## config.mk

```make
export PLATFORM = sky130hd
export DESIGN_NAME = cls_vote_unit
export DESIGN_NICKNAME = d
export VERILOG_FILES = /design/src/rtl/cls_vote_unit.sv
export SDC_FILE = /design/constraint.sdc
export NUM_CORES = 1
export LEC_CHECK = 0
export CORE_UTILIZATION = 60
export CTS_CLUSTER_DIAMETER = 50
export DETAILED_ROUTE_END_ITERATION = 8
export PLACE_DENSITY = 0.89
export SYNTH_ARGS = -nofsm -noshare
export SYNTH_HDL_FRONTEND = slang
export SYNTH_SLANG_ARGS = --single-unit
```

## constraint.sdc

```tcl
create_clock -name clk_i -period 8.9 [get_ports clk_i]
set_input_delay 1.78 -clock clk_i [delete_from_list [all_inputs] [get_ports clk_i]]
set_output_delay 1.78 -clock clk_i [all_outputs]
set_load 0.005 [all_outputs]
```

## src/rtl/cls_vote_unit.sv

```systemverilog
// N-way lockstep voter with sticky per-channel fault masking and a health FSM.
// Optional fault injection on the channel inputs is enabled by defining CLS_FINJ_EN.
module cls_vote_unit #(
  parameter int unsigned NUM_CH     = 3,
  parameter int unsigned WIDTH      = 32,
  parameter int unsigned ERR_THRESH = 4,
  parameter int unsigned CNT_W      = 8
) (
  input  logic                    clk_i,
  input  logic                    rst_ni,
  input  logic                    enable_i,
  input  logic                    sample_i,
  input  logic [NUM_CH*WIDTH-1:0] ch_data_i,
  input  logic                    clear_i,
  input  logic                    irq_ack_i,
`ifdef CLS_FINJ_EN
  input  logic                        finj_fault_i,
  input  logic [$clog2(NUM_CH)-1:0]   finj_ch_i,
  input  logic [$clog2(WIDTH)-1:0]    finj_bit_i,
`endif
  output logic [WIDTH-1:0]        voted_o,
  output logic                    voted_valid_o,
  output logic                    mismatch_o,
  output logic [NUM_CH-1:0]       ch_fault_o,
  output logic [CNT_W-1:0]        err_cnt_o,
  output logic [1:0]              state_o,
  output logic                    fail_o,
  output logic                    irq_o
);

  localparam int unsigned HC_W = $clog2(NUM_CH + 1);
  localparam int unsigned DC_W = $clog2(ERR_THRESH + 1);
`ifdef CLS_FINJ_EN
  localparam int unsigned CH_IW = $clog2(NUM_CH);
`endif

  typedef enum logic [1:0] {
    ST_OK       = 2'd0,
    ST_MISMATCH = 2'd1,
    ST_DEGRADED = 2'd2,
    ST_FAIL     = 2'd3
  } state_e;

  state_e                       state_q;
  logic [NUM_CH-1:0][DC_W-1:0]  cnt_q;

  logic [WIDTH-1:0]             ch_data [NUM_CH];
  logic [WIDTH-1:0]             vote_c;
  logic                         unres_c;
  logic [HC_W-1:0]              healthy_c;
  logic [HC_W-1:0]              healthy_nxt_c;
  logic [HC_W-1:0]              ones;
  logic [HC_W-1:0]              zeros;
  logic [NUM_CH-1:0]            disagree_c;
  logic [NUM_CH-1:0]            mask_nxt_c;
  logic [NUM_CH-1:0][DC_W-1:0]  cnt_nxt_c;
  state_e                       st_nxt_c;
  logic                         sample_evt_c;
  logic                         irq_set_c;

  // Split the flat bus into channels, optionally flipping one injected bit.
  always_comb begin
    for (int k = 0; k < NUM_CH; k++) begin
      ch_data[k] = ch_data_i[k*WIDTH +: WIDTH];
`ifdef CLS_FINJ_EN
      if (finj_fault_i && (finj_ch_i == CH_IW'(k))) begin
        ch_data[k] = ch_data[k] ^ (WIDTH'(1) << finj_bit_i);
      end
`endif
    end
  end

  // Bitwise strict-majority vote over healthy channels.
  always_comb begin
    healthy_c = '0;
    vote_c    = '0;
    unres_c   = 1'b0;
    ones      = '0;
    zeros     = '0;
    for (int k = 0; k < NUM_CH; k++) begin
      healthy_c = healthy_c + HC_W'(!ch_fault_o[k]);
    end
    for (int b = 0; b < WIDTH; b++) begin
      ones = '0;
      for (int k = 0; k < NUM_CH; k++) begin
        ones = ones + HC_W'(!ch_fault_o[k] && ch_data[k][b]);
      end
      zeros = healthy_c - ones;
      if ({ones, 1'b0} > {1'b0, healthy_c}) begin
        vote_c[b] = 1'b1;
      end else if ({zeros, 1'b0} <= {1'b0, healthy_c}) begin
        unres_c = 1'b1;
      end
    end
  end

  // Disagree counters and fault mask; an unresolvable sample leaves both untouched.
  always_comb begin
    disagree_c    = '0;
    mask_nxt_c    = ch_fault_o;
    cnt_nxt_c     = cnt_q;
    healthy_nxt_c = '0;
    if (!unres_c) begin
      for (int k = 0; k < NUM_CH; k++) begin
        if (!ch_fault_o[k]) begin
          if (ch_data[k] != vote_c) begin
            disagree_c[k] = 1'b1;
            if (cnt_q[k] != DC_W'(ERR_THRESH)) cnt_nxt_c[k] = cnt_q[k] + DC_W'(1);
          end else begin
            cnt_nxt_c[k] = '0;
          end
          if (cnt_nxt_c[k] == DC_W'(ERR_THRESH)) mask_nxt_c[k] = 1'b1;
        end
      end
    end
    for (int k = 0; k < NUM_CH; k++) begin
      healthy_nxt_c = healthy_nxt_c + HC_W'(!mask_nxt_c[k]);
    end
  end

  assign sample_evt_c = sample_i && enable_i && (state_q != ST_FAIL);

  always_comb begin
    st_nxt_c  = ST_OK;
    irq_set_c = 1'b0;
    if (unres_c || (healthy_nxt_c < HC_W'(2))) st_nxt_c = ST_FAIL;
    else if (|mask_nxt_c)                        st_nxt_c = ST_DEGRADED;
    else if (|cnt_nxt_c)                         st_nxt_c = ST_MISMATCH;
    if (sample_evt_c) begin
      irq_set_c = (st_nxt_c == ST_FAIL)
               || ((st_nxt_c == ST_DEGRADED) && (state_q != ST_DEGRADED))
               || (|(mask_nxt_c & ~ch_fault_o));
    end
  end

  assign state_o = state_q;

  always_ff @(posedge clk_i) begin
    if (!rst_ni) begin
      state_q       <= ST_OK;
      cnt_q         <= '0;
      voted_o       <= '0;
      voted_valid_o <= 1'b0;
      mismatch_o    <= 1'b0;
      ch_fault_o    <= '0;
      err_cnt_o     <= '0;
      fail_o        <= 1'b0;
      irq_o         <= 1'b0;
    end else if (clear_i) begin
      state_q       <= ST_OK;
      cnt_q         <= '0;
      voted_valid_o <= 1'b0;
      mismatch_o    <= 1'b0;
      ch_fault_o    <= '0;
      err_cnt_o     <= '0;
      fail_o        <= 1'b0;
      irq_o         <= 1'b0;
    end else begin
      voted_valid_o <= 1'b0;
      mismatch_o    <= 1'b0;
      if (sample_evt_c) begin
        state_q <= st_nxt_c;
        fail_o  <= (st_nxt_c == ST_FAIL);
        if (!unres_c) begin
          voted_o       <= vote_c;
          voted_valid_o <= 1'b1;
          mismatch_o    <= |disagree_c;
          cnt_q         <= cnt_nxt_c;
          ch_fault_o    <= mask_nxt_c;
          if ((|disagree_c) && (err_cnt_o != {CNT_W{1'b1}})) err_cnt_o <= err_cnt_o + CNT_W'(1);
        end
      end
      // A set event in the same cycle as an acknowledge wins.
      if (irq_set_c)      irq_o <= 1'b1;
      else if (irq_ack_i) irq_o <= 1'b0;
    end
  end

endmodule

```

Yosys cells after proc, flatten, opt, wreduce, memory -nomap -nowiden
Cells that the tools add are included.
{"block": "word_totals", "word_cells": 453, "reg_bits": 58, "inputBits": 102}
{"block": "op_classes", "n_bitwise": 6, "reduce_logical": 120, "n_mux": 133, "eq_ne": 14, "magnitude_cmp": 65, "n_addsub": 104}
{"operator": "1-bit 2-to-1 mux", "n": 113}
{"operator": "1-bit logical AND", "n": 100}
{"operator": "3-bit by 2-bit > comparator with 1-bit output", "n": 32}
{"operator": "3-bit by 2-bit less-or-equal comparator with 1-bit output", "n": 32}
{"operator": "32-bit inequality test", "n": 3}
{"operator": "1-bit by 1-bit adder with 2-bit output", "n": 34}
{"operator": "2-bit by 1-bit adder with 2-bit output", "n": 34}
{"operator": "2-bit subtractor", "n": 32}
{"operator": "3-bit 2-to-1 mux", "n": 17}
{"operator": "3-bit OR reduction", "n": 4}
{"operator": "3-bit by 1-bit adder with 3-bit output (second input constant)", "n": 3}
{"operator": "3-bit equality test (second input constant)", "n": 3}
{"operator": "9-bit 2-to-1 mux", "n": 1}
{"operator": "3-bit inequality test (second input constant)", "n": 3}
{"operator": "9-bit OR reduction", "n": 1}
{"operator": "8-bit by 1-bit adder with 8-bit output (second input constant)", "n": 1}
{"operator": "8-bit inequality test (second input constant)", "n": 1}
{"operator": "1-bit zero test", "n": 6}
{"operator": "3-bit AND reduction", "n": 2}
{"operator": "2-bit equality test (second input constant)", "n": 2}
{"operator": "2-bit 2-to-1 mux", "n": 2}
{"operator": "2-bit inequality test (second input constant)", "n": 2}
{"operator": "1-bit NOT", "n": 4}
{"operator": "4-bit OR reduction", "n": 1}
{"operator": "other kinds (7)", "n": 9}

Logic depth before layout (Yosys ltp)
{"block": "logic_depth", "depth_word": 87, "mapped_depth": 22, "ltp_nobuf": 20}

Least setup slack after synthesis
No wires, ideal clock.
{"block": "synth_path", "path_kind": "input-to-reg", "from": "in ch_data_i[2]", "to": "reg irq_o", "cell_stages": 18, "setup_ns": 0.120, "required_ns": 8.780, "n_path_buf": 0, "arrival_time_ns": 5.659, "path_slack_ns": 3.121, "path_cell_list": "nand2_1 > fa_1 > inv_1 > ha_1 > inv_1 > ha_1 > o2111a_1 > a22o_1 > or4_4 > a2111oi_4 > nand4_4 > nor2_1 > a21oi_1 > ha_1 > nand2_1 > o21bai_1 > a31oi_1 > o31a_1"}
{"block": "synth_via", "elab_chain_cells": 78}
{"item": "start, declared", "line_no": "13", "rtl": "input logic [NUM_CH*WIDTH-1:0] ch_data_i,"}
{"item": "1-bit logical AND", "line_no": "86", "rtl": "ones = ones + HC_W'(!ch_fault_o[k] && ch_data[k][b]);"}
{"item": "1-bit by 1-bit adder with 2-bit output", "line_no": "86"}
{"item": "2-bit by 1-bit adder with 2-bit output", "line_no": "86"}
{"item": "2-bit subtractor", "line_no": "88", "rtl": "zeros = healthy_c - ones;"}
{"item": "3-bit by 2-bit less-or-equal comparator with 1-bit output", "line_no": "91", "rtl": "end else if ({zeros, 1'b0} <= {1'b0, healthy_c}) begin"}
{"item": "1-bit 2-to-1 mux", "line_no": "91"}
{"item": "1-bit 2-to-1 mux", "line_no": "89", "rtl": "if ({ones, 1'b0} > {1'b0, healthy_c}) begin"}
{"item": "1-bit 2-to-1 mux", "line_no": "91"}
{"item": "[... 62 more ...]"}
{"item": "1-bit logical OR", "line_no": "126", "rtl": "if (unres_c || (healthy_nxt_c < HC_W'(2))) st_nxt_c = ST_FAIL;"}
{"item": "2-bit 2-to-1 mux", "line_no": "126"}
{"item": "2-bit equality test", "line_no": "131", "rtl": "|| ((st_nxt_c == ST_DEGRADED) && (state_q != ST_DEGRADED))"}
{"item": "1-bit logical AND", "line_no": "131"}
{"item": "1-bit logical OR", "line_no": "131"}
{"item": "1-bit logical OR (*)", "line_no": "132", "rtl": "|| (|(mask_nxt_c & ~ch_fault_o));"}
{"item": "1-bit 2-to-1 mux (*)", "line_no": "129", "rtl": "if (sample_evt_c) begin"}
{"item": "1-bit 2-to-1 mux or 2-bit nonzero test (tied branches)"}
{"item": "end signal, assigned", "line_no": "148", "rtl": "irq_o <= 1'b0;"}
{"item": "end signal, assigned", "line_no": "174", "rtl": "if (irq_set_c) irq_o <= 1'b1;"}
{"item": "end signal, assigned", "line_no": "175", "rtl": "else if (irq_ack_i) irq_o <= 1'b0;"}
{"item": "end, declared", "line_no": "28", "rtl": "output logic irq_o"}
Every way passes the cells marked *; elsewhere a longest branch is shown, timed or not. The select of a mux whose other input is x is not followed.
A chain may end at the register's enable or synchronous reset.

Worst setup path after layout
{"block": "layout_path", "from": "reg ch_fault_o[1]", "to": "reg err_cnt_o[5]"}
{"block": "layout_via", "elab_chain_cells": 74}
{"item": "start, declared", "line_no": "24", "rtl": "output logic [NUM_CH-1:0] ch_fault_o,"}
{"item": "start signal, assigned", "line_no": "169", "rtl": "ch_fault_o <= mask_nxt_c;"}
{"item": "1-bit zero test"}
{"item": "1-bit logical AND", "line_no": "86"}
{"item": "1-bit by 1-bit adder with 2-bit output", "line_no": "86"}
{"item": "2-bit by 1-bit adder with 2-bit output", "line_no": "86"}
{"item": "2-bit subtractor", "line_no": "88"}
{"item": "3-bit by 2-bit less-or-equal comparator with 1-bit output", "line_no": "91"}
{"item": "1-bit 2-to-1 mux", "line_no": "91"}
{"item": "1-bit 2-to-1 mux", "line_no": "89"}
{"item": "[... 58 more ...]"}
{"item": "1-bit 2-to-1 mux", "line_no": "91"}
{"item": "1-bit 2-to-1 mux", "line_no": "89"}
{"item": "1-bit 2-to-1 mux", "line_no": "91"}
{"item": "1-bit 2-to-1 mux", "line_no": "89"}
{"item": "3-bit 2-to-1 mux", "line_no": "103", "rtl": "if (!unres_c) begin"}
{"item": "3-bit OR reduction", "line_no": "170", "rtl": "if ((|disagree_c) && (err_cnt_o != {CNT_W{1'b1}})) err_cnt_o <= err_cnt_o + CNT_W'(1);"}
{"item": "1-bit logical AND", "line_no": "170"}
{"item": "3-bit AND reduction (no source line) (*)"}
{"item": "end signal, assigned", "line_no": "170"}
{"item": "end, declared", "line_no": "25", "rtl": "output logic [CNT_W-1:0] err_cnt_o,"}
Every way passes the cells marked *; elsewhere a longest branch is shown, timed or not.

==> flow_summary_export.csv <==
group,metric,value,unit
clock_network,cts-buffers-inserted,9,
clock_network,cts_resized,0,
routing,wirelength,29.5,mm
routing,drt_pre_antenna_iters,6,
sta,finalClockSkew,0.00711,ns
floorplanning,ios,151,
synthesis,synth_ff_type,"dfxtp_1",
synthesis,async_reset_ff_frac,0,
pwr,p_leak,4.69,nW
global_route,antenna_found_initial,0,
critical_path,cp_max_fo,41,
critical_path,crit_path_start_kind,"register",
global_route,grt_max_degree,97,
clock_network,postCtsHoldBufs,0,
sta,setup_ws,1.85,ns
clock_network,clock_latency,0.34,ns
synthesis,ys_warn_count,0,
routing,drt_iter0_drc,1181,
layout,fillCellCount,1093,
sta,max_slew_margin,0.424,
clock_network,clk_path_buf_depth,2,
sta,period_needed,7.05,ns
critical_path,crit_chain,"buf_4, inv_1, fa_2, inv_2, buf_4, ha_1, o21ai_1, nor4b_1, a22o_1, or4_4, a2111oi_4, nand4_4, nor3_2, nand3_1, or4_1, a21oi_1",
sta,setup_viol,0,
sta,rsz0062_at_grt,"no",
floorplanning,start_util,0.618,
clock_network,clock_sinks,58,
pwr,powerDensity,94.5,mW/mm^2
place,dp_slack,1.63,ns
sta,setup_tns,0,ns
clock_network,post_cts_buffers,0,
critical_path,crit_buf_inv,4,
floorplanning,dieArea,0.0155,sq mm
synthesis,avgSynthCellArea,7.61,sq um
run_status,outcome,"completed",
global_route,grt_pass1_wl,45.9,mm
global_route,first_global_vias,9269,
global_route,overflow,0,
floorplanning,coreArea,0.0146,sq mm
clock_network,cts_tree,"yes",
critical_path,max_stage_delay,0.73,ns
clock_network,clockRootBuffer,"clkbuf_16",
layout,antenna_cells,0,
place,gp_congestion,0.967,
critical_path,cp.required,9.15,ns
routing,drc,0,
routing,postRouteAntennaNets,0,
routing,wl_per_cell,19.7,um
synthesis,synth_seq_area_share,0.129,
clock_network,htree_levels,3,
pwr,vdd_drop_max,0.134,mV
sta,fin_crit_sh,0.792,
place,io_buffers,150,
run,max_cap_viol_count,0,
layout,final_nets,1549,
hold_path,hold_path.class,"reg -> reg",
layout,syn_to_final_growth,21.6,%
critical_path,crit_slowest_cell,"fa_2",
critical_path,critical_path.most_common_cell,"buf_4",
layout,drive_above_1_share,0.0266,
global_route,grt_usage,0.367,
critical_path,cp_data_arrival_time,7.30,ns
routing,routed_via_density,6.59,
routing,vias,9883,
synthesis,synth.distinct_cells,64,
sta,slew_viol_final,0,
clock_network,clk_pin_slew,0.06,ns
synthesis,synth_edf_count,0,
critical_path,crit_family,"simple AND/OR/NAND/NOR gates",
synthesis,synthesis.area,0.00902,sq mm
floorplanning,rows,44,
sta,clock.fmax,142,MHz
place,hpwl,22.0,mm
synthesis,ys_seq_elements,58,
synthesis,syn_inst,1185,
sta,hold_viol_final,0,
critical_path,endpoint_kind,"register",
floorplanning,die_x,125,um
floorplanning,die_h,125,um
synthesis,syn_nets,1424,
critical_path,criticalPathCategory,"reg -> reg",
sta,worst_pin_slew,0.864,ns
stage by stage:
step	util	hold slack, ns	instance area, sq um	total power [W]	cells
CTS	0.752	0.502	11000	0.00103	1499
finish	0.752	0.498	11000	0.00104	1499
global placement	0.730	0.480	10600	0.000630	1483
detailed placement	0.730	0.486	10600	0.000644	1483
floorplan	-	0.480	9020	0.000504	1185
global route	0.752	0.511	11000	0.00108	1499
flip-flops by register name, indices dropped and copies added (netlist names):
name	count
voted_o	32
cnt_q	9
err_cnt_o	8
ch_fault_o	3
state_o	2
fail_o	1
irq_o	1
mismatch_o	1
voted_valid_o	1
cell type report:
| cell class | instances | area (sq um) | area share |
|---|---|---|---|
| multi-input combinational | 997 | 7370 | 0.671 |
| timing repair buffer | 159 | 1570 | 0.143 |
| sequential | 58 | 1160 | 0.106 |
| inverter | 85 | 319 | 0.0291 |
| tap | 184 | 230 | 0.0210 |
| clock buffer | 9 | 225 | 0.0205 |
| clock inverter | 7 | 101 | 0.00923 |
per-layer routing:
layer,vias up,GRT usage,part of all wire
li1,4598,-,-
met1,4559,0.482,0.41
met2,613,0.567,0.43
met3,113,0.0795,0.12
met4,0,0.184,0.046
met5,-,0,0
cell usage after synthesis, types with 4 or more instances:
cell      number  area share
nor2b_1      114       0.079
ha_1         104        0.14
nor2_1        95       0.040
o21ai_0       95       0.053
inv_1         85       0.035
a211oi_1      70       0.058
a21oi_1       61       0.034
dfxtp_1       58        0.13
nand2_1       58       0.024
nand2b_1      53       0.037
xnor2_1       38       0.037
nor3b_1       34       0.028
fa_1          33       0.073
o22ai_1       33       0.023
o211a_1       32       0.036
clkbuf_1      31       0.013
nor4_1        20       0.014
nand3_1       14      0.0078
buf_2         11      0.0061
nand4_1       11      0.0076
a221oi_1      10      0.0097
nor3_1        10      0.0055
xor2_1         9      0.0087
nor4b_1        8      0.0078
nand4b_1       7      0.0068
a22oi_1        6      0.0050
and2_1         6      0.0042
o31ai_1        6      0.0050
a31oi_1        5      0.0035
mux2i_1        5      0.0055
a32oi_1        4      0.0039
o21a_1         4      0.0033
or3_1          4      0.0028
or4_1          4      0.0033
cells in the final DEF (no fill, tap or decap), types with 34 or more instances in the layout:
cell and n:
ha_1 104, dfxtp_1 58, nand2_1 58, nor3b_1 34, nor2b_1 114, a211oi_1 70, clkdlybuf4s50_1 150, xnor2_1 38
nor2_1 95, inv_1 84, a21oi_1 61, o21ai_0 95, nand2b_1 53
logic make-up (layout without fill, tap and decap cells):
group	Yosys count	in the layout	share of synthesized area
XOR/XNOR	47	47	0.0456
multiplexers	5	5	0.00555
buffers and inverters	130	260	0.0556
adder cells (fa/ha/maj)	137	137	0.217
flip-flops	58	58	0.129
AND/OR/NAND/NOR	449	449	0.279
AO/OA/AOI/OAI	359	359	0.268
final timing paths:
path                            slack, ns  cells past startpoint      endpoint     startpoint
worst min-delay path                 0.50                      1   voted_o[24]    voted_o[24]
worst max-delay path                 1.85                     16  err_cnt_o[5]  ch_fault_o[1]
worst max register to register       1.85                     16  err_cnt_o[5]  ch_fault_o[1]
worst min register to register       0.50                      1   voted_o[24]    voted_o[24]
where the power goes:
| part | total (W) | switching (W) | internal, W |
|---|---|---|---|
| clock | 0.000385 | 0.000138 | 0.000247 |
| combinational | 0.000378 | 0.000200 | 0.000178 |
| sequential | 0.000274 | 0.00000574 | 0.000268 |
No activity file was read; power rests on OpenSTA's default activity.
